[src/rtl/mem_io_bridge_pkg.sv]
// Shared constants for the memory/MMIO bridge: register map, TCTRL bit positions, MMIO page.
package mem_io_bridge_pkg;

  localparam int unsigned IDX_W = 4;
  localparam int unsigned DB_W  = 16;

  localparam logic [3:0] IO_PAGE_DEF = 4'hF;

  localparam logic [IDX_W-1:0] IDX_LED    = 4'd0;
  localparam logic [IDX_W-1:0] IDX_SW     = 4'd1;
  localparam logic [IDX_W-1:0] IDX_BTN    = 4'd2;
  localparam logic [IDX_W-1:0] IDX_HEX    = 4'd3;
  localparam logic [IDX_W-1:0] IDX_TLOAD  = 4'd4;
  localparam logic [IDX_W-1:0] IDX_TCOUNT = 4'd5;
  localparam logic [IDX_W-1:0] IDX_TCTRL  = 4'd6;
  localparam logic [IDX_W-1:0] IDX_CYCLE  = 4'd7;

  localparam int unsigned TC_EN   = 0;
  localparam int unsigned TC_AUTO = 1;
  localparam int unsigned TC_EXP  = 15;

endpackage

[src/rtl/mem_io_bridge_io_timer.sv]
// Interval timer: prescaler, reload/countdown register and EN/AUTO/EXP control bits.
module mem_io_bridge_io_timer
  import mem_io_bridge_pkg::*;
#(
  parameter int unsigned WIDTH    = 16,
  parameter int unsigned PRESCALE = 50000
) (
  input  logic             clk,
  input  logic             rst_n,
  input  logic             i_tload_we,
  input  logic             i_tctrl_we,
  input  logic [WIDTH-1:0] i_wdata,
  output logic [WIDTH-1:0] o_tload,
  output logic [WIDTH-1:0] o_tcount,
  output logic [WIDTH-1:0] o_tctrl
);

  localparam int unsigned    PW       = (PRESCALE > 1) ? $clog2(PRESCALE) : 1;
  localparam logic [PW-1:0]  PRE_LAST = PW'(PRESCALE - 1);

  logic [PW-1:0]    r_pre;
  logic [WIDTH-1:0] r_tload;
  logic [WIDTH-1:0] r_count;
  logic             r_en;
  logic             r_auto;
  logic             r_exp;

  logic w_tick;
  logic w_start;
  logic w_last;
  logic w_expire;

  assign w_tick   = r_en && (r_pre == PRE_LAST);
  assign w_start  = i_tctrl_we && i_wdata[TC_EN] && !r_en;
  assign w_last   = (r_count <= WIDTH'(1));
  assign w_expire = w_tick && w_last;

  always_ff @(posedge clk or negedge rst_n) begin
    if (!rst_n) begin
      r_pre   <= '0;
      r_tload <= '0;
      r_count <= '0;
      r_en    <= 1'b0;
      r_auto  <= 1'b0;
      r_exp   <= 1'b0;
    end else begin
      if (i_tload_we) r_tload <= i_wdata;

      // An EN 0->1 write restarts the countdown from the current reload value.
      if (w_start) begin
        r_pre   <= '0;
        r_count <= r_tload;
      end else if (r_en) begin
        if (w_tick) begin
          r_pre <= '0;
          if (!w_last)     r_count <= r_count - WIDTH'(1);
          else if (r_auto) r_count <= r_tload;
          else             r_count <= '0;
        end else begin
          r_pre <= r_pre + PW'(1);
        end
      end

      if (i_tctrl_we) begin
        r_en   <= i_wdata[TC_EN];
        r_auto <= i_wdata[TC_AUTO];
      end else if (w_expire && !r_auto) begin
        r_en <= 1'b0;
      end

      // Set has priority over a coincident write-1-to-clear.
      if (w_expire)                           r_exp <= 1'b1;
      else if (i_tctrl_we && i_wdata[TC_EXP]) r_exp <= 1'b0;
    end
  end

  always_comb begin
    o_tctrl          = '0;
    o_tctrl[TC_EN]   = r_en;
    o_tctrl[TC_AUTO] = r_auto;
    o_tctrl[TC_EXP]  = r_exp;
  end

  assign o_tload  = r_tload;
  assign o_tcount = r_count;

endmodule

[src/rtl/mem_io_bridge.sv]
// CPU memory stage: decodes accesses to BRAM or the MMIO register bank, 1-cycle read latency.
// Optional MEM_IO_BTN_DEBOUNCE_EN adds a 2^16-cycle stability filter ahead of button edge detect.
module mem_io_bridge
  import mem_io_bridge_pkg::*;
#(
  parameter int unsigned WIDTH    = 16,
  parameter logic [3:0]  IO_PAGE  = IO_PAGE_DEF,
  parameter int unsigned PRESCALE = 50000,
  parameter int unsigned NSW      = 10,
  parameter int unsigned NBTN     = 4
) (
  input  logic             clk,
  input  logic             reset,
  input  logic [WIDTH-1:0] mem_addr,
  input  logic [WIDTH-1:0] writedata,
  input  logic             MEM_WR_S,
  output logic [WIDTH-1:0] mem_out,
  output logic [WIDTH-1:0] bram_addr,
  output logic [WIDTH-1:0] bram_din,
  output logic             bram_we,
  input  logic [WIDTH-1:0] bram_dout,
  input  logic [NSW-1:0]   sw,
  input  logic [NBTN-1:0]  btn,
  output logic [NSW-1:0]   led,
  output logic [WIDTH-1:0] hex_val
);

  logic             w_io_sel;
  logic             w_io_wr;
  logic [IDX_W-1:0] w_idx;
  logic             w_addr_unused;
  logic             w_led_we;
  logic             w_hex_we;
  logic             w_btn_we;
  logic             w_tload_we;
  logic             w_tctrl_we;
  logic [NBTN-1:0]  w_btn_lvl;
  logic [NBTN-1:0]  w_btn_rise;
  logic [NBTN-1:0]  w_btn_clr;
  logic [WIDTH-1:0] w_tload;
  logic [WIDTH-1:0] w_tcount;
  logic [WIDTH-1:0] w_tctrl;
  logic [WIDTH-1:0] w_mmio_rd;

  logic             r_io_sel_q;
  logic [IDX_W-1:0] r_idx_q;
  logic [NSW-1:0]   r_led;
  logic [WIDTH-1:0] r_hex;
  logic [WIDTH-1:0] r_cycle;
  logic [NSW-1:0]   r_sw_s1;
  logic [NSW-1:0]   r_sw_s2;
  logic [NBTN-1:0]  r_btn_s1;
  logic [NBTN-1:0]  r_btn_s2;
  logic [NBTN-1:0]  r_btn_prev;
  logic [NBTN-1:0]  r_btn_flags;

  // Address decode; bits [11:4] are don't-care so the register bank aliases across the page.
  assign w_io_sel      = (mem_addr[15:12] == IO_PAGE);
  assign w_idx         = mem_addr[IDX_W-1:0];
  assign w_addr_unused = ^mem_addr[11:4];
  assign w_io_wr       = MEM_WR_S & w_io_sel;

  assign bram_we   = MEM_WR_S & ~w_io_sel;
  assign bram_addr = mem_addr;
  assign bram_din  = writedata;

  assign w_led_we   = w_io_wr && (w_idx == IDX_LED);
  assign w_btn_we   = w_io_wr && (w_idx == IDX_BTN);
  assign w_hex_we   = w_io_wr && (w_idx == IDX_HEX);
  assign w_tload_we = w_io_wr && (w_idx == IDX_TLOAD);
  assign w_tctrl_we = w_io_wr && (w_idx == IDX_TCTRL);

  assign w_btn_clr  = w_btn_we ? writedata[NBTN-1:0] : '0;
  assign w_btn_rise = w_btn_lvl & ~r_btn_prev;

`ifdef MEM_IO_BTN_DEBOUNCE_EN
  logic [DB_W-1:0] r_db_cnt [NBTN];
  logic [NBTN-1:0] r_btn_db;

  // Debounced level follows the synced input only after it has differed for 2^16 cycles.
  always_ff @(posedge clk or negedge reset) begin
    if (!reset) begin
      for (int i = 0; i < NBTN; i++) r_db_cnt[i] <= '0;
      r_btn_db <= '0;
    end else begin
      for (int i = 0; i < NBTN; i++) begin
        if (r_btn_s2[i] == r_btn_db[i]) begin
          r_db_cnt[i] <= '0;
        end else if (r_db_cnt[i] == '1) begin
          r_btn_db[i] <= r_btn_s2[i];
          r_db_cnt[i] <= '0;
        end else begin
          r_db_cnt[i] <= r_db_cnt[i] + DB_W'(1);
        end
      end
    end
  end

  assign w_btn_lvl = r_btn_db;
`else
  assign w_btn_lvl = r_btn_s2;
`endif

  always_ff @(posedge clk or negedge reset) begin
    if (!reset) begin
      r_io_sel_q  <= 1'b0;
      r_idx_q     <= '0;
      r_led       <= '0;
      r_hex       <= '0;
      r_cycle     <= '0;
      r_sw_s1     <= '0;
      r_sw_s2     <= '0;
      r_btn_s1    <= '0;
      r_btn_s2    <= '0;
      r_btn_prev  <= '0;
      r_btn_flags <= '0;
    end else begin
      r_io_sel_q <= w_io_sel;
      r_idx_q    <= w_idx;
      if (w_led_we) r_led <= writedata[NSW-1:0];
      if (w_hex_we) r_hex <= writedata;
      r_cycle    <= r_cycle + WIDTH'(1);
      r_sw_s1    <= sw;
      r_sw_s2    <= r_sw_s1;
      r_btn_s1   <= btn;
      r_btn_s2   <= r_btn_s1;
      r_btn_prev <= w_btn_lvl;
      // New edges win over a coincident write-1-to-clear.
      r_btn_flags <= w_btn_rise | (r_btn_flags & ~w_btn_clr);
    end
  end

  mem_io_bridge_io_timer #(
    .WIDTH    (WIDTH),
    .PRESCALE (PRESCALE)
  ) u_io_timer (
    .clk        (clk),
    .rst_n      (reset),
    .i_tload_we (w_tload_we),
    .i_tctrl_we (w_tctrl_we),
    .i_wdata    (writedata),
    .o_tload    (w_tload),
    .o_tcount   (w_tcount),
    .o_tctrl    (w_tctrl)
  );

  // Read mux uses the registered index but live register contents.
  always_comb begin
    w_mmio_rd = '0;
    case (r_idx_q)
      IDX_LED:    w_mmio_rd = WIDTH'(r_led);
      IDX_SW:     w_mmio_rd = WIDTH'(r_sw_s2);
      IDX_BTN:    w_mmio_rd = WIDTH'(r_btn_flags);
      IDX_HEX:    w_mmio_rd = r_hex;
      IDX_TLOAD:  w_mmio_rd = w_tload;
      IDX_TCOUNT: w_mmio_rd = w_tcount;
      IDX_TCTRL:  w_mmio_rd = w_tctrl;
      IDX_CYCLE:  w_mmio_rd = r_cycle;
      default:    w_mmio_rd = '0;
    endcase
  end

  assign mem_out = r_io_sel_q ? w_mmio_rd : bram_dout;
  assign led     = r_led;
  assign hex_val = r_hex;

endmodule

[config.mk]
export PLATFORM = sky130hd
export DESIGN_NAME = mem_io_bridge
export DESIGN_NICKNAME = d
export VERILOG_FILES = /design/src/rtl/mem_io_bridge_pkg.sv /design/src/rtl/mem_io_bridge_io_timer.sv /design/src/rtl/mem_io_bridge.sv
export SDC_FILE = /design/constraint.sdc
export NUM_CORES = 1
export LEC_CHECK = 0
export BUFFER_PORTS_ARGS = -buffer_cell sky130_fd_sc_hd__buf_2
export CORE_ASPECT_RATIO = 0.9
export CORE_UTILIZATION = 55
export DETAILED_ROUTE_END_ITERATION = 12
export GPL_TIMING_DRIVEN = 0
export PLACE_DENSITY_LB_ADDON = 0.1
export SLEW_MARGIN = 20
export SYNTH_ARGS = -nofsm -noshare
export SYNTH_HDL_FRONTEND = slang
export SYNTH_SLANG_ARGS = --single-unit
[constraint.sdc]
create_clock -name clk -period 3 [get_ports clk]
set_clock_uncertainty 0.15 [all_clocks]
set_input_delay 0.6 -clock clk [delete_from_list [all_inputs] [get_ports clk]]
set_output_delay 0.6 -clock clk [all_outputs]
set_load 0.01 [all_outputs]
==> out/metrics.yaml <==
run_status:
  status: "complete, no violations"
global_routing:
  grt_antenna_before_repair: 0
  grt_remaining_overflow: 0
  grt_max_degree: 85
  grt_use_total: 0.294
  grt_pass1_vias: 5100
  grt_pass1_wl_um: 26600
worst_setup_path:
  arrival_ps: 2240
  critPathMaxStageDelay_ps: 480
  worst-setup-path-type: "reg2out"
  cp_common_cell: "buf_2"
  endpoint_kind: "output port"
  crit_path_start_kind: "flip-flop"
  worstPathRequired_ps: 2250
  crit_slowest_cell: "dfrtp_1"
  cp_cell_sequence: "nand2b_1 -> nor2_1 -> buf_2 -> a22oi_1 -> a31oi_1 -> buf_2"
  crit_fanout: 10
  cpLargestDelayFamily: "buffers and inverters"
  worst-path-buf-inv: 2
floorplan:
  core_area_mm2: 0.0115
  die_x_um: 117
  initial_core_util: 0.566
  placementRows: 37
  die_y_um: 105
  ios: 140
  design.die.area_mm2: 0.0123
drt:
  routedWlPerCell_um: 17.9
  drc: 0
  vias: 5377
  wl_um: 16700
  viasPerCell: 5.76
  drt_iter0_markers: 492
  top_layer_used: "met4"
  route.met3.wl_um: 1330
  ant_nets: 0
  drt-pass1-iter-count: 5
  wl_met1_um: 7470
  wl_met2_um: 7650
layout:
  fillerInstances: 868
  final_cell_area_mm2: 0.00806
  drive_gt1_frac: 0.359
  antenna_cells_inserted: 0
  fin_nets: 833
  synthToLayoutAreaGrowth_pct: 23.9
  utilization: 0.702
logic_synthesis:
  yosys_warnings: 0
  yosysSeqAreaShare: 0.516
  synth_edf_count: 0
  synth_seq_cells: 134
  synth_top_cell_area_share: 0.516
  ys_async_sr_fraction: 1.00
  syn_area_mm2: 0.00650
  synth_cell_types: 66
  synth_area_leader_cell: "dfrtp_1"
  ys.flop_type: "dfrtp_1"
  synth_area_leaders: "dfrtp_1 (52%), mux2_2 (7.6%), buf_4 (3.8%)"
  synth.net_count: 683
  syn_area_per_cell_um2: 10.6
  synth_cells: 614
power:
  p_sw_w: 0.00115
  clkPwrFrac: 0.467
  p_comb_frac: 0.088
  internal-power_w: 0.00328
  swShare: 0.260
  powerDensity_mw_per_mm2: 551
  p_leak_nw: 3.84
  ir_drop_uv: 508
  p_seq_frac: 0.444
clocking:
  clkLatencyLatePin_ps: 420
  clock-sinks: 134
  clockRootBuffer: "clkbuf_16"
  clockBufferDepth: 2
  cts_tree: "built"
  h-tree-depth: 4
  clkTransAtPathRegs_ps: 60
  cts_inserted_buffers: 17
sta:
  max_slew_margin: 0.462
  setup_viol: 0
  timing.fmax_ghz: 0.334
  drv_slew: 0
  finalSetupTns_ps: 0
  hold_violations: 0
  tightest_slew_ps: 807
  finalCritPeriodShare: 0.998
  min_period_ps: 2990
  holdWs_ps: 125
placed_design:
  port_buffers: 131
  hpwl_um: 11700
  placed_cell_area_mm2: 0.00739
  gp_congestion: 0.891
job:
  drv_cap: 0
worst_hold_path:
  min-delay-path-class: "in2reg"
[cell families (layout without fill, tap and decap cells)]
family	after synthesis	count (layout)	synth area share
XOR/XNOR	25	25	0.0337
adder cells (fa/ha/maj)	4	4	0.00770
multiplexers	56	56	0.0966
flip-flops	134	134	0.516
buffers and inverters	71	234	0.0639
AO/OA/AOI/OAI	118	118	0.120
AND/OR/NAND/NOR	206	206	0.162
[cell type report]
class | instances | area (um2) | area share
flip-flops and latches | 134 | 3360 | 0.417
multi-input cells | 409 | 2770 | 0.343
repair buffers | 133 | 703 | 0.0873
clock buffers | 18 | 439 | 0.0545
plain buffers | 58 | 400 | 0.0497
well taps | 156 | 195 | 0.0242
clock inverters | 14 | 153 | 0.0189
inverters | 11 | 41.3 | 0.00513
[power groups by stage]
| stage | logic (W) | clock network [W] | registers, W |
|---|---|---|---|
| after floorplan | 0.000203 | 0 | 0.00198 |
| after detailed placement | 0.000390 | 0 | 0.00200 |
| after global routing | 0.000439 | 0.00218 | 0.00198 |
| final | 0.000392 | 0.00207 | 0.00197 |
| after global placement | 0.000373 | 0 | 0.00199 |
| after CTS | 0.000392 | 0.00210 | 0.00197 |
[final timing paths]
path | from | endpoint | slack, ps | cells past startpoint
min | btn[3] | r_btn_s1[3] | 130 | 1
max in group asynchronous | reset | u_io_timer.r_pre[13] | 1450 | 3
min reg2reg | r_sw_s1[6] | r_sw_s2[6] | 200 | 0
min in group asynchronous | reset | u_io_timer.r_pre[7] | 520 | 2
max | r_idx_q[3] | mem_out[5] | 6 | 6
max reg2reg | u_io_timer.o_tcount[0] | u_io_timer.o_tcount[7] | 460 | 7
[layout by cell type, fill, tap and decap left out, drive strengths merged, types with 4 or more instances in the layout]
| cell | count |
|---|---|
| buf | 175 |
| dfrtp | 134 |
| nor2 | 60 |
| mux2 | 44 |
| nand2 | 43 |
| clkbuf | 33 |
| o21ai | 30 |
| a21oi | 27 |
| inv | 21 |
| nand3 | 20 |
| xnor2 | 19 |
| a22oi | 16 |
| and3 | 14 |
| a31oi | 13 |
| mux2i | 11 |
| nor3 | 11 |
| nor4 | 9 |
| nand3b | 7 |
| nand4 | 7 |
| xor2 | 6 |
| nor2b | 6 |
| a22o | 6 |
| and2 | 5 |
| o211ai | 5 |
| a221oi | 5 |
| or3 | 5 |
| ha | 4 |
| or4 | 4 |
[synth_stat cells (2+ instances only)]
cell	n
o21ai_1	8
o211ai_1	5
a221oi_1	5
xor2_1	6
xnor2_1	19
a31oi_1	13
nand3b_1	7
nand2_1	43
nor2_1	58
buf_4	33
dfrtp_1	134
inv_1	11
nand3_1	20
and2_1	5
nor2b_1	6
or3_1	4
a211oi_1	2
nand2b_1	3
nor3_1	11
buf_6	3
a22o_1	6
o21ai_0	21
nor4b_1	3
ha_1	4
mux2i_1	11
clkbuf_1	18
a21oi_1	27
nand4_1	6
mux2_2	44
nor3b_1	2
or4_1	2
buf_1	4
buf_2	2
nor4_1	9
a22oi_1	16
and3_1	13
[per-layer routing]
metal / vias to the layer above / global-route usage
li1: 2487 / -
met1: 2614 / 0.417
met2: 251 / 0.434
met3: 25 / 0.0829
met4: 0 / 0.0976
met5: - / 0
[what timing repair did]
item | CTS | global route
buffers inserted | 0 | 0
hold buffers | 1 | 0
endpoints found under the hold margin | 50 | 0
setup endpoints to repair | 16 | 15
resized for setup | 16 | 19
[through the flow]
step,cells,setup WS [ps],power [W]
final,933,6.27,0.00444
after global routing,933,-9.83,0.00460
after CTS,933,2.76,0.00446
after detailed placement,902,-103,0.00239
after global placement,901,-582,0.00237
after floorplan,614,430,0.00219
[registers in the layout (all words and copies together) (netlist names), 10 cells and up]
name / cells
hex_val: 16
r_sw_s2: 10
r_sw_s1: 10
u_io_timer.r_pre: 16
u_io_timer.o_tcount: 16
u_io_timer.o_tload: 16
led: 10
r_cycle: 16
(Power assumes the default switching activity.)
